File: src/rtl/ms_serial_mouse_rx.sv
// ms_serial_mouse_rx: Microsoft serial mouse host receiver (RTS power-up, M ident, 7N1 deframing, 3-byte packet decode)
module ms_serial_mouse_rx #(
  parameter int CLKFREQ    = 50_000_000,
  parameter int BAUD       = 1_200,
  parameter int RTS_LOW_MS = 100,
  parameter int IDENT_MS   = 200
) (
  input  logic       clk,
  input  logic       reset_n,
  input  logic       rxd,
  input  logic       reinit,
  output logic       rts,
  output logic       mouse_present,
  output logic       pkt_valid,
  output logic [7:0] dx,
  output logic [7:0] dy,
  output logic       lbut,
  output logic       rbut,
  output logic       frame_err
);
  localparam int BIT      = CLKFREQ / BAUD;
  localparam int CW       = $clog2(BIT + 1);
  localparam int RTSLOW_N = int'(longint'(RTS_LOW_MS) * longint'(CLKFREQ) / 64'sd1000);
  localparam int IDENT_N  = int'(longint'(IDENT_MS) * longint'(CLKFREQ) / 64'sd1000);
  localparam int TMAX     = RTSLOW_N > IDENT_N ? RTSLOW_N : IDENT_N;
  localparam int TW       = $clog2(TMAX + 1);
  localparam logic [TW-1:0] RTSLOW_END = TW'(RTSLOW_N - 1);
  localparam logic [TW-1:0] IDENT_END  = TW'(IDENT_N - 1);

  typedef enum logic [1:0] {RX_IDLE, RX_START, RX_DATA, RX_STOP} rx_t;
  typedef enum logic [1:0] {T_RTSLOW, T_IDENT, T_RUN} top_t;

  logic [2:0]    sync_q, sync_d;
  rx_t           rx_q, rx_d;
  logic [CW-1:0] cnt_q, cnt_d;
  logic [2:0]    nbit_q, nbit_d;
  logic [6:0]    sh_q, sh_d;
  logic          byte_ok_q, byte_ok_d, ferr_q, ferr_d;
  top_t          t_q, t_d;
  logic [TW-1:0] tmr_q, tmr_d;
  logic          rts_q, rts_d, pres_q, pres_d, pkt_q, pkt_d;
  logic [1:0]    idx_q, idx_d, xh_q, xh_d, yh_q, yh_d;
  logic [5:0]    xl_q, xl_d;
  logic          lb_q, lb_d, rb_q, rb_d, lbut_q, lbut_d, rbut_q, rbut_d;
  logic [7:0]    dx_q, dx_d, dy_q, dy_d;
  logic          rx_in, fall, tick;

  // sync_q[1] is the synchronised line, sync_q[2] its previous value for edge detection
  assign sync_d = {sync_q[1:0], rxd};
  assign rx_in  = sync_q[1];
  assign fall   = sync_q[2] & ~sync_q[1];
  assign tick   = cnt_q == CW'(1);

  always_comb begin
    rx_d      = rx_q;
    cnt_d     = cnt_q - CW'(1);
    nbit_d    = nbit_q;
    sh_d      = sh_q;
    byte_ok_d = 1'b0;
    ferr_d    = 1'b0;
    case (rx_q)
      RX_IDLE: if (fall) begin
        rx_d  = RX_START;
        cnt_d = CW'(BIT / 2);
      end
      RX_START: if (tick) begin
        rx_d   = rx_in ? RX_IDLE : RX_DATA;
        cnt_d  = CW'(BIT);
        nbit_d = 3'd0;
      end
      RX_DATA: if (tick) begin
        sh_d   = {rx_in, sh_q[6:1]};
        cnt_d  = CW'(BIT);
        nbit_d = nbit_q + 3'd1;
        rx_d   = nbit_q == 3'd6 ? RX_STOP : RX_DATA;
      end
      RX_STOP: if (tick) begin
        byte_ok_d = rx_in;
        ferr_d    = ~rx_in;
        rx_d      = RX_IDLE;
      end
      default: rx_d = RX_IDLE;
    endcase
    if (reinit) begin
      rx_d      = RX_IDLE;
      byte_ok_d = 1'b0;
      ferr_d    = 1'b0;
    end
  end

  always_comb begin
    t_d    = t_q;
    tmr_d  = tmr_q + TW'(1);
    rts_d  = rts_q;
    pres_d = pres_q;
    idx_d  = ferr_q ? 2'd0 : idx_q;
    lb_d   = lb_q;
    rb_d   = rb_q;
    xh_d   = xh_q;
    yh_d   = yh_q;
    xl_d   = xl_q;
    dx_d   = dx_q;
    dy_d   = dy_q;
    lbut_d = lbut_q;
    rbut_d = rbut_q;
    pkt_d  = 1'b0;
    case (t_q)
      T_RTSLOW: begin
        rts_d  = 1'b0;
        pres_d = 1'b0;
        if (tmr_q == RTSLOW_END) begin
          t_d   = T_IDENT;
          tmr_d = '0;
          rts_d = 1'b1;
        end
      end
      T_IDENT: if (byte_ok_q && sh_q == 7'h4D) begin
        t_d    = T_RUN;
        pres_d = 1'b1;
        idx_d  = 2'd0;
      end else if (tmr_q == IDENT_END) begin
        t_d   = T_RTSLOW;
        tmr_d = '0;
        rts_d = 1'b0;
      end
      T_RUN: if (byte_ok_q) begin
        // a byte with bit6 set always starts a packet, even mid-packet
        if (sh_q[6]) begin
          lb_d  = sh_q[5];
          rb_d  = sh_q[4];
          yh_d  = sh_q[3:2];
          xh_d  = sh_q[1:0];
          idx_d = 2'd1;
        end else if (idx_q == 2'd1) begin
          xl_d  = sh_q[5:0];
          idx_d = 2'd2;
        end else if (idx_q == 2'd2) begin
          dx_d   = {xh_q, xl_q};
          dy_d   = {yh_q, sh_q[5:0]};
          lbut_d = lb_q;
          rbut_d = rb_q;
          pkt_d  = 1'b1;
          idx_d  = 2'd0;
        end
      end
      default: t_d = T_RTSLOW;
    endcase
    if (reinit) begin
      t_d    = T_RTSLOW;
      tmr_d  = '0;
      rts_d  = 1'b0;
      pres_d = 1'b0;
      idx_d  = 2'd0;
      pkt_d  = 1'b0;
    end
  end

  always_ff @(posedge clk or negedge reset_n) begin
    if (!reset_n) begin
      sync_q    <= 3'b111;
      rx_q      <= RX_IDLE;
      cnt_q     <= '0;
      nbit_q    <= '0;
      sh_q      <= '0;
      byte_ok_q <= 1'b0;
      ferr_q    <= 1'b0;
      t_q       <= T_RTSLOW;
      tmr_q     <= '0;
      rts_q     <= 1'b0;
      pres_q    <= 1'b0;
      pkt_q     <= 1'b0;
      idx_q     <= '0;
      xh_q      <= '0;
      yh_q      <= '0;
      xl_q      <= '0;
      lb_q      <= 1'b0;
      rb_q      <= 1'b0;
      lbut_q    <= 1'b0;
      rbut_q    <= 1'b0;
      dx_q      <= '0;
      dy_q      <= '0;
    end else begin
      sync_q    <= sync_d;
      rx_q      <= rx_d;
      cnt_q     <= cnt_d;
      nbit_q    <= nbit_d;
      sh_q      <= sh_d;
      byte_ok_q <= byte_ok_d;
      ferr_q    <= ferr_d;
      t_q       <= t_d;
      tmr_q     <= tmr_d;
      rts_q     <= rts_d;
      pres_q    <= pres_d;
      pkt_q     <= pkt_d;
      idx_q     <= idx_d;
      xh_q      <= xh_d;
      yh_q      <= yh_d;
      xl_q      <= xl_d;
      lb_q      <= lb_d;
      rb_q      <= rb_d;
      lbut_q    <= lbut_d;
      rbut_q    <= rbut_d;
      dx_q      <= dx_d;
      dy_q      <= dy_d;
    end
  end

  assign rts           = rts_q;
  assign mouse_present = pres_q;
  assign pkt_valid     = pkt_q;
  assign dx            = dx_q;
  assign dy            = dy_q;
  assign lbut          = lbut_q;
  assign rbut          = rbut_q;
  assign frame_err     = ferr_q;
endmodule

File: config.mk
export PLATFORM = sky130hd
export DESIGN_NAME = ms_serial_mouse_rx
export DESIGN_NICKNAME = d
export VERILOG_FILES = /design/src/rtl/ms_serial_mouse_rx.sv
export SDC_FILE = /design/constraint.sdc
export NUM_CORES = 1
export LEC_CHECK = 0
export CAP_MARGIN = 20
export CORE_MARGIN = 2
export CORE_UTILIZATION = 45
export CTS_BUF_LIST = sky130_fd_sc_hd__clkbuf_16
export CTS_CLUSTER_SIZE = 14
export DETAILED_ROUTE_END_ITERATION = 10
export PLACE_DENSITY = 0.68
export SLEW_MARGIN = 10
export SYNTH_ARGS = -nofsm -noshare
export SYNTH_HDL_FRONTEND = slang
export SYNTH_SLANG_ARGS = --single-unit
File: constraint.sdc
create_clock -name clk -period 3.6 [get_ports clk]
set_input_delay 0.36 -clock clk [delete_from_list [all_inputs] [get_ports clk]]
set_output_delay 0.36 -clock clk [all_outputs]
set_load 0.005 [all_outputs]
# == Word level (Yosys, flattened, before mapping) ==
# Cells that the tools add are included.
# totals
reg_bits,94
latch_bits,0
ramBits,0
rom_bits,0
inputBits,4
elab_cells,120
n_memories,0
# op_classes
addsub,3
mul,0
n_div,0
n_lt_le_gt_ge,0
eq_ne,24
shifts,0
muxes,52
bitwise,4
n_reduce_logical,15
# op_table
op,n
$mux W24,4
$pmux W24 S2,1
$mux W2,17
$mux W16,2
$pmux W16 S2,1
$add A24 B1 Y24 const B,1
$eq A24 B23 Y1 const B,1
$eq A24 B24 Y1 const B,1
$ne A3 B3 Y1 const B,8
$mux W1,19
$eq A16 B1 Y1 const B,1
$sub A16 B1 Y16 const B,1
$reduce_and A3 Y1,4
$eq A2 B2 Y1 const B,4
$pmux W2 S4,1
$reduce_and A4 Y1,2
$eq A7 B7 Y1 const B,1
$eq A2 B1 Y1 const B,3
$mux W3,2
$ne A2 B2 Y1 const B,3
$pmux W2 S3,1
$pmux W3 S2,1
$reduce_and A5 Y1,1
$logic_not A2 Y1,2
other kinds (12),16

# == Depth between registers and ports, before layout ==
# Gate-level depths: netlist of the first run.
# logic_depth
ltp_word,7
ltp_mapped,8
mapped_depth_nobuf,7

# == Worst setup path after synthesis of the first run ==
# Ideal clock, no wire load.
# synth_timing
path_kind,register to register
from,reg tmr_q[17]
to,reg tmr_q[12]
setup_ns,0.119
t_arrival_ns,2.021
required_ns,3.481
setup_slack_ns,1.460
stages_incl_launch_ff,7
path_buffers,1
path_cell_list,dfrtp_1 > or4_4 > or2_1 > o31a_1 > o31ai_4 > buf_6 > nor2_1
# synth_between
elab_chain_len,5
# synth_lines
element,line_no,source
start: declaration,40,"logic [TW-1:0] tmr_q, tmr_d;"
start signal: assignment,191,tmr_q <= tmr_d;
$eq A24 B24 Y1,121,end else if (tmr_q == IDENT_END) begin
$mux W24,121,
$mux W24,117,T_IDENT: if (byte_ok_q && sh_q == 7'h4D) begin
$pmux W24 S2 (*),107,case (t_q)
$mux W24 (*),148,if (reinit) begin
net tmr_d[12],40,
# Mark *: on every way through the listed nets, which the timed path passes. The rest lies on a longest branch.
# A chain may end at the register's enable or synchronous reset.

# == Worst setup path after layout of the first run ==
# layout_timing
from,reg tmr_q[0]
to,reg tmr_q[5]
# layout_between
elab_chain_len,5
# layout_lines
element,line_no
$add A24 B1 Y24 / $eq A24 B24 Y1 (equally long branches),"93, 121"
$mux W24,121
$mux W24,117
$pmux W24 S2 (*),107
$mux W24 (*),148
net tmr_d[5],40
# Marks and branches as above.

==> flow_metrics.py, run 1 <==
metrics = {
    "sta": {
        "setup_viol": 0,
        "post-route-period-util": 0.691,
        "holdWs_ns": -0.00706,
        "tightest_slew_ns": 0.706,
        "hold_viol_final": 25,
        "setup_ws_ns": 1.11,
        "grt_setup_unrepaired": "false",
        "fin_skew_ns": 0.00744,
        "slew_viol_final": 0,
        "max_freq_mhz": 402,
        "fin_crit_ns": 2.49,
        "relSlewSlack": 0.530,
        "tns_ns": 0,
    },
    "power_and_ir_drop": {
        "switching_share": 0.267,
        "pwr-share-clk": 0.407,
        "p_leak_nw": 2.30,
        "power_density_mw_per_mm2": 497,
        "p_comb_frac": 0.120,
        "pwr-share-seq": 0.473,
        "p_sw_w": 0.000686,
        "ir_worst_vdd_mv": 0.263,
        "p_int_w": 0.00189,
        "power_w": 0.00257,
    },
    "synthesis": {
        "syn_avg_cell_area_um2": 11.5,
        "synth_async_sr_flop_share": 1.00,
        "synth-compound-area-share": 0.0647,
        "synth-edff-count": 0,
        "synth_xor_area_frac": 0.0669,
        "ys_top_cells_by_area": "dfrtp_1 51%, mux2_2 9.4%, xor2_1 4.3%, ha_1 3.9%, nor2_1 2.9%",
        "ys_ff_latch": 94,
        "synth_nets": 405,
        "synth_top_family_by_area": "simple AND/OR/NAND/NOR gates",
        "synth_ff_type": "dfrtp_1",
        "netlist_area_mm2": 0.00445,
        "synthMuxAreaShare": 0.0937,
        "netlist_instances": 387,
        "synth-simple-area-share": 0.181,
        "yosysSeqAreaShare": 0.530,
        "synth_top_cell_by_area": "dfrtp_1",
        "ys_types": 53,
        "netlist.area_leader.share": 0.512,
        "synth_adder_area_share": 0.0394,
        "yosysWarnings": 0,
    },
    "finish": {
        "layout_common_cells": "91 x dfrtp_1, 37 x mux2_2, 34 x nor2_1",
        "syn_to_final_growth_pct": 16.5,
        "fin_cells": 556,
        "final_common_cell": "dfrtp_1",
        "nNetsFinal": 436,
        "final_core_util": 0.535,
        "diodes": 0,
        "final_layout_size_suffix_gt1_frac": 0.163,
    },
    "worst_setup_path": {
        "cp.required_ns": 3.80,
        "cp.arrival_ns": 2.69,
        "reg2reg_depth": 6,
        "r2r_slack_ns": 1.11,
        "r2r-start": "tmr_q[0]",
        "r2r_end": "tmr_q[5]",
        "crit_fanout": 17,
        "worstSetupPathType": "flop to flop",
        "crit_path_start_kind": "flop",
        "endpoint_kind": "flop",
    },
    "die": {
        "fp-row-count": 36,
        "io_pins": 26,
        "die_h_um": 103,
        "design.core.area_mm2": 0.00968,
        "die_w_um": 103,
        "dieArea_mm2": 0.0107,
        "start_util": 0.459,
    },
    "global_route": {
        "grt_pass1_wl_um": 14600,
        "grt-ovfl-total": 0,
        "antenna_found_initial": 0,
        "grt_usage": 0.176,
        "grt_pass1_vias": 3018,
        "grt_max_degree": 43,
    },
    "outcome": {
        "violations": "negative hold slack",
        "status": "finished, violations left",
    },
    "clock_tree": {
        "cts_tree": "built",
        "clock-sinks": 94,
        "post_cts_resized": 0,
        "cts_setup_buffers": 0,
        "clk_path_buf_depth": 2,
        "clock-root-buffer": "clkbuf_16",
        "cts-buffers-inserted": 9,
        "clk_latency_ns": 0.35,
        "postCtsHoldBufs": 0,
        "clk_pin_slew_worst_paths_ns": 0.07,
        "cts_max_level": 3,
    },
    "drt": {
        "ant_nets": 0,
        "num_vias": 3002,
        "totalWireLength_um": 8360,
        "via_per_inst": 5.40,
        "drt_iter0_drc": 69,
        "firstDrtPassIters": 4,
        "wl_per_cell_um": 15.0,
        "drc": 0,
    },
    "placed_design": {
        "dpl.hpwl_um": 5840,
        "routabilityCongestion": 0.843,
        "placed_cells": 540,
        "dp_worst_setup_slack_ns": 1.09,
        "numPortBuffers": 25,
    },
    "run": {
        "drv_cap": 0,
    },
    "hold_path": {
        "min_path_type": "input pin to asynchronous set/reset pin",
    },
}
cell type report:
cell class              count  area [um^2]
fillers                   838         4500
flip-flops and latches     94         2360
multi-input cells         268         1990
repair buffers             30          285
clock buffers               9          225
well taps                 133          166
clock inverters             7          105
inverters                  15         56.3
cell usage after synthesis, types with 2 or more instances:
cell type   n
dfrtp_1    91
mux2_2     37
nor2_1     34
xor2_1     22
nand2_1    18
nand3_1    15
ha_1       14
inv_1      14
o21ai_0    12
xnor2_1    12
a21oi_1    11
nand4_1    11
and4_1      8
clkbuf_1    7
nor3_1      7
nor4_1      7
and3_1      6
nor4b_1     5
and2_1      4
or4_1       4
a41oi_1     3
dfstp_2     3
or4b_1      3
a31o_2      2
buf_6       2
nand2b_1    2
nand3b_1    2
nand4b_1    2
nor2b_1     2
o31a_1      2
o31ai_1     2
or3_1       2
kinds of logic after synthesis:
family | Yosys count
AOI/OAI and AO/OA | 42
xor gates and xnor gates | 34
adders and majority gates | 14
buffers and inverters | 25
DFF | 94
muxes | 37
and+or+nand+nor | 141
flip-flops by register name, indices dropped and copies added (netlist names), 3 cells and up:
signal	count
dx	8
cnt_q	16
xl_q	6
sh_q	7
sync_q	3
tmr_q	24
nbit_q	3
dy	8
stage by stage:
stage / hold WS (ns) / instance area, um^2
2_1_floorplan: 0.0644 / 4450
3_3_place_gp: 0.349 / 4850
3_5_place_dp: 0.349 / 4850
4_1_cts: 0.00877 / 5180
5_1_grt: 0.0360 / 5180
6_report: -0.00706 / 5180
power groups by stage:
stage / Combinational [W] / Sequential (W) / Clock, W
final: 0.000309 / 0.00122 / 0.00105
after global routing: 0.000357 / 0.00123 / 0.00112
after CTS: 0.000310 / 0.00122 / 0.00107
after detailed placement: 0.000309 / 0.00123 / 0
after global placement: 0.000302 / 0.00123 / 0
after floorplan: 0.000236 / 0.00122 / 0
critical path, stage by stage (launching register included):
cell and delay, ns:
dfrtp_1 0.38, ha_1 0.18, and3_1 0.25, and4_1 0.47, a41oi_1 0.24, o31ai_4 0.69
nor2_1 0.12
how the worst max path moves through the flow:
stage               from         to  slack [ns]
3_3_place_gp    tmr_q[0]  tmr_q[15]        1.16
2_1_floorplan  tmr_q[17]  tmr_q[12]        1.46
6_report        tmr_q[0]   tmr_q[5]        1.11
5_1_grt         tmr_q[0]  tmr_q[11]        0.81
4_1_cts         tmr_q[0]   tmr_q[8]        1.08
3_5_place_dp    tmr_q[0]   tmr_q[3]        1.09
per-layer routing:
layer / GRT usage / wire length [um] / up-vias
li1: - / - / 1452
met1: 0.244 / 4010 / 1497
met2: 0.268 / 3950 / 40
met3: 0.0356 / 246 / 13
met4: 0.0789 / 150 / 0
met5: 0 / 0 / -
No activity file was read; power rests on OpenSTA's default activity.
==> run 2: changes to the inputs <==
Clock period 3.6 ns to 2.6 ns, I/O delays scaled along.
==> run 2 against run 1 <==
  * The run now ends clean
  * Count of clock-buffer cells in the layout is the same
  * Non-clock buffer count is 10 higher
  * Sequential power grew 39%
  * Core utilization increased by 0.48 points
  * Global-route usage rose by 0.060 points
  * Critical path depth did not move
  * Maximum frequency increased by 13%
  * First-iteration DRC count is 35% higher
  * Via count is 1.3% higher
  * Clock skew increased by 0.0034 ns
  * Critical endpoint is now tmr_q[15]
  * Highest routed layer unchanged
==> flow_metrics.py, run 2 (synthesis results as in run 1) <==
metrics = {
    "placed_design": {
        "dpl-instance-area_mm2": 0.00492,
        "numPortBuffers": 25,
        "dpl.hpwl_um": 5810,
        "routabilityCongestion": 0.851,
    },
    "finish": {
        "final_area_mm2": 0.00523,
        "layout_common_cells": "91 x dfrtp_1, 37 x mux2_2, 34 x nor2_1",
        "final_core_util": 0.540,
        "nNetsFinal": 446,
        "final_common_cell": "dfrtp_1",
        "reg_top3": "tmr_q (24), cnt_q (16)",
        "max_flop_register": "tmr_q",
        "final_layout_size_suffix_gt1_frac": 0.180,
        "largest_register_ffs": 24,
        "syn_to_final_growth_pct": 17.6,
        "diodes": 0,
        "fillers": 856,
    },
    "worst_setup_path": {
        "r2r_end": "tmr_q[15]",
        "cp.required_ns": 2.83,
        "r2r_slack_ns": 0.40,
        "cp.arrival_ns": 2.43,
        "crit_path_start_kind": "flop",
        "crit_fanout": 17,
        "endpoint_kind": "flop",
        "r2r-start": "tmr_q[17]",
        "reg2reg_depth": 6,
        "worstSetupPathType": "flop to flop",
    },
    "die": {
        "die_w_um": 103,
        "die_h_um": 103,
        "io_pins": 26,
        "dieArea_mm2": 0.0107,
        "start_util": 0.459,
        "fp-row-count": 36,
        "design.core.area_mm2": 0.00968,
    },
    "power_and_ir_drop": {
        "power_w": 0.00343,
        "ir_worst_vdd_mv": 0.310,
        "p_leak_nw": 2.34,
        "power_density_mw_per_mm2": 657,
    },
    "sta": {
        "setup_viol": 0,
        "slew_viol_final": 0,
        "fin_crit_ns": 2.20,
        "tightest_slew_ns": 0.657,
        "hold_viol_final": 0,
        "tns_ns": 0,
        "grt_setup_unrepaired": "false",
        "post-route-period-util": 0.847,
        "max_freq_mhz": 454,
        "fin_skew_ns": 0.0109,
        "relSlewSlack": 0.562,
    },
    "clock_tree": {
        "clk_path_buf_depth": 2,
        "cts_tree": "built",
        "cts_max_level": 3,
        "clock-root-buffer": "clkbuf_16",
        "post_cts_resized": 0,
        "clock-sinks": 94,
        "clk_latency_ns": 0.35,
        "postCtsHoldBufs": 1,
        "clk_pin_slew_worst_paths_ns": 0.07,
        "cts-buffers-inserted": 9,
        "cts_setup_buffers": 0,
    },
    "global_route": {
        "grt_pass1_vias": 3067,
        "antenna_found_initial": 0,
        "grt-ovfl-total": 0,
        "grt_pass1_wl_um": 14700,
        "grt_usage": 0.177,
        "grt_max_degree": 54,
    },
    "drt": {
        "num_vias": 3040,
        "via_per_inst": 5.37,
        "wl_per_cell_um": 14.7,
        "ant_nets": 0,
        "drt_iter0_drc": 93,
        "drc": 0,
        "totalWireLength_um": 8340,
        "firstDrtPassIters": 4,
    },
    "hold_path": {
        "hold_end": "sync_q[0]",
        "hold_depth": 1,
        "min_path_type": "input pin to flop",
        "worstHoldStart": "rxd",
    },
    "outcome": {
        "status": "complete, no violations",
    },
    "run": {
        "drv_cap": 0,
    },
}
[run 2: cell count changes in the layout (fill, tap and decap cells not counted)]
cell,before,now
buf_4,6,15
bufinv_16,2,0
clkinv_4,1,2
clkinv_8,0,1
clkinvlp_4,1,0
dlygate4sd3_1,0,1
inv_8,1,2
[run 2: worst max-delay path by stage]
stage	from	end	slack, ns	cells past startpoint
6_report	tmr_q[17]	tmr_q[15]	0.40	6
4_1_cts	tmr_q[17]	tmr_q[15]	0.38	6
3_3_place_gp	tmr_q[17]	tmr_q[14]	0.45	6
5_1_grt	cnt_q[10]	sh_q[3]	0.20	5
2_1_floorplan	tmr_q[17]	tmr_q[12]	0.46	6
3_5_place_dp	tmr_q[18]	t_q[0]	0.40	5
[run 2: layout make-up]
class	count	area (um^2)	share of cell area
tap	133	166	0.0318
multi-input combinational	268	1990	0.380
sequential	94	2360	0.451
inverter	15	56.3	0.0108
timing repair buffer	40	363	0.0694
clock inverter	7	73.8	0.0141
clock buffer	9	225	0.0431
[run 2: stage by stage]
step	setup WS, ns	hold WS, ns	instances
final	0.397	0.318	566
after global routing	0.199	0.326	566
after CTS	0.384	0.311	566
after global placement	0.448	0.334	549
after detailed placement	0.401	0.339	549
after floorplan	0.460	-0.0356	387
[run 2: power breakdown]
part           leakage, nW  switching, W  internal [W]  total, W
clock                0.147      0.000617      0.000680   0.00130
sequential            1.28      0.000117       0.00157   0.00169
combinational        0.915      0.000250      0.000202  0.000452
[run 2: layer usage]
layer / GRT usage / up-vias / wire length [um]
li1: - / 1479 / -
met2: 0.272 / 50 / 3890
met4: 0.0709 / 0 / 137
met1: 0.246 / 1501 / 4060
met3: 0.0363 / 10 / 252
met5: 0 / - / 0
[run 2: worst max-delay path, stage by stage (launching register included)]
cell and delay [ns]:
dfrtp_1 0.41, or4_4 0.54, or2_1 0.24, o31a_1 0.34, o31ai_4 0.22, buf_4 0.25, nor2_1 0.07
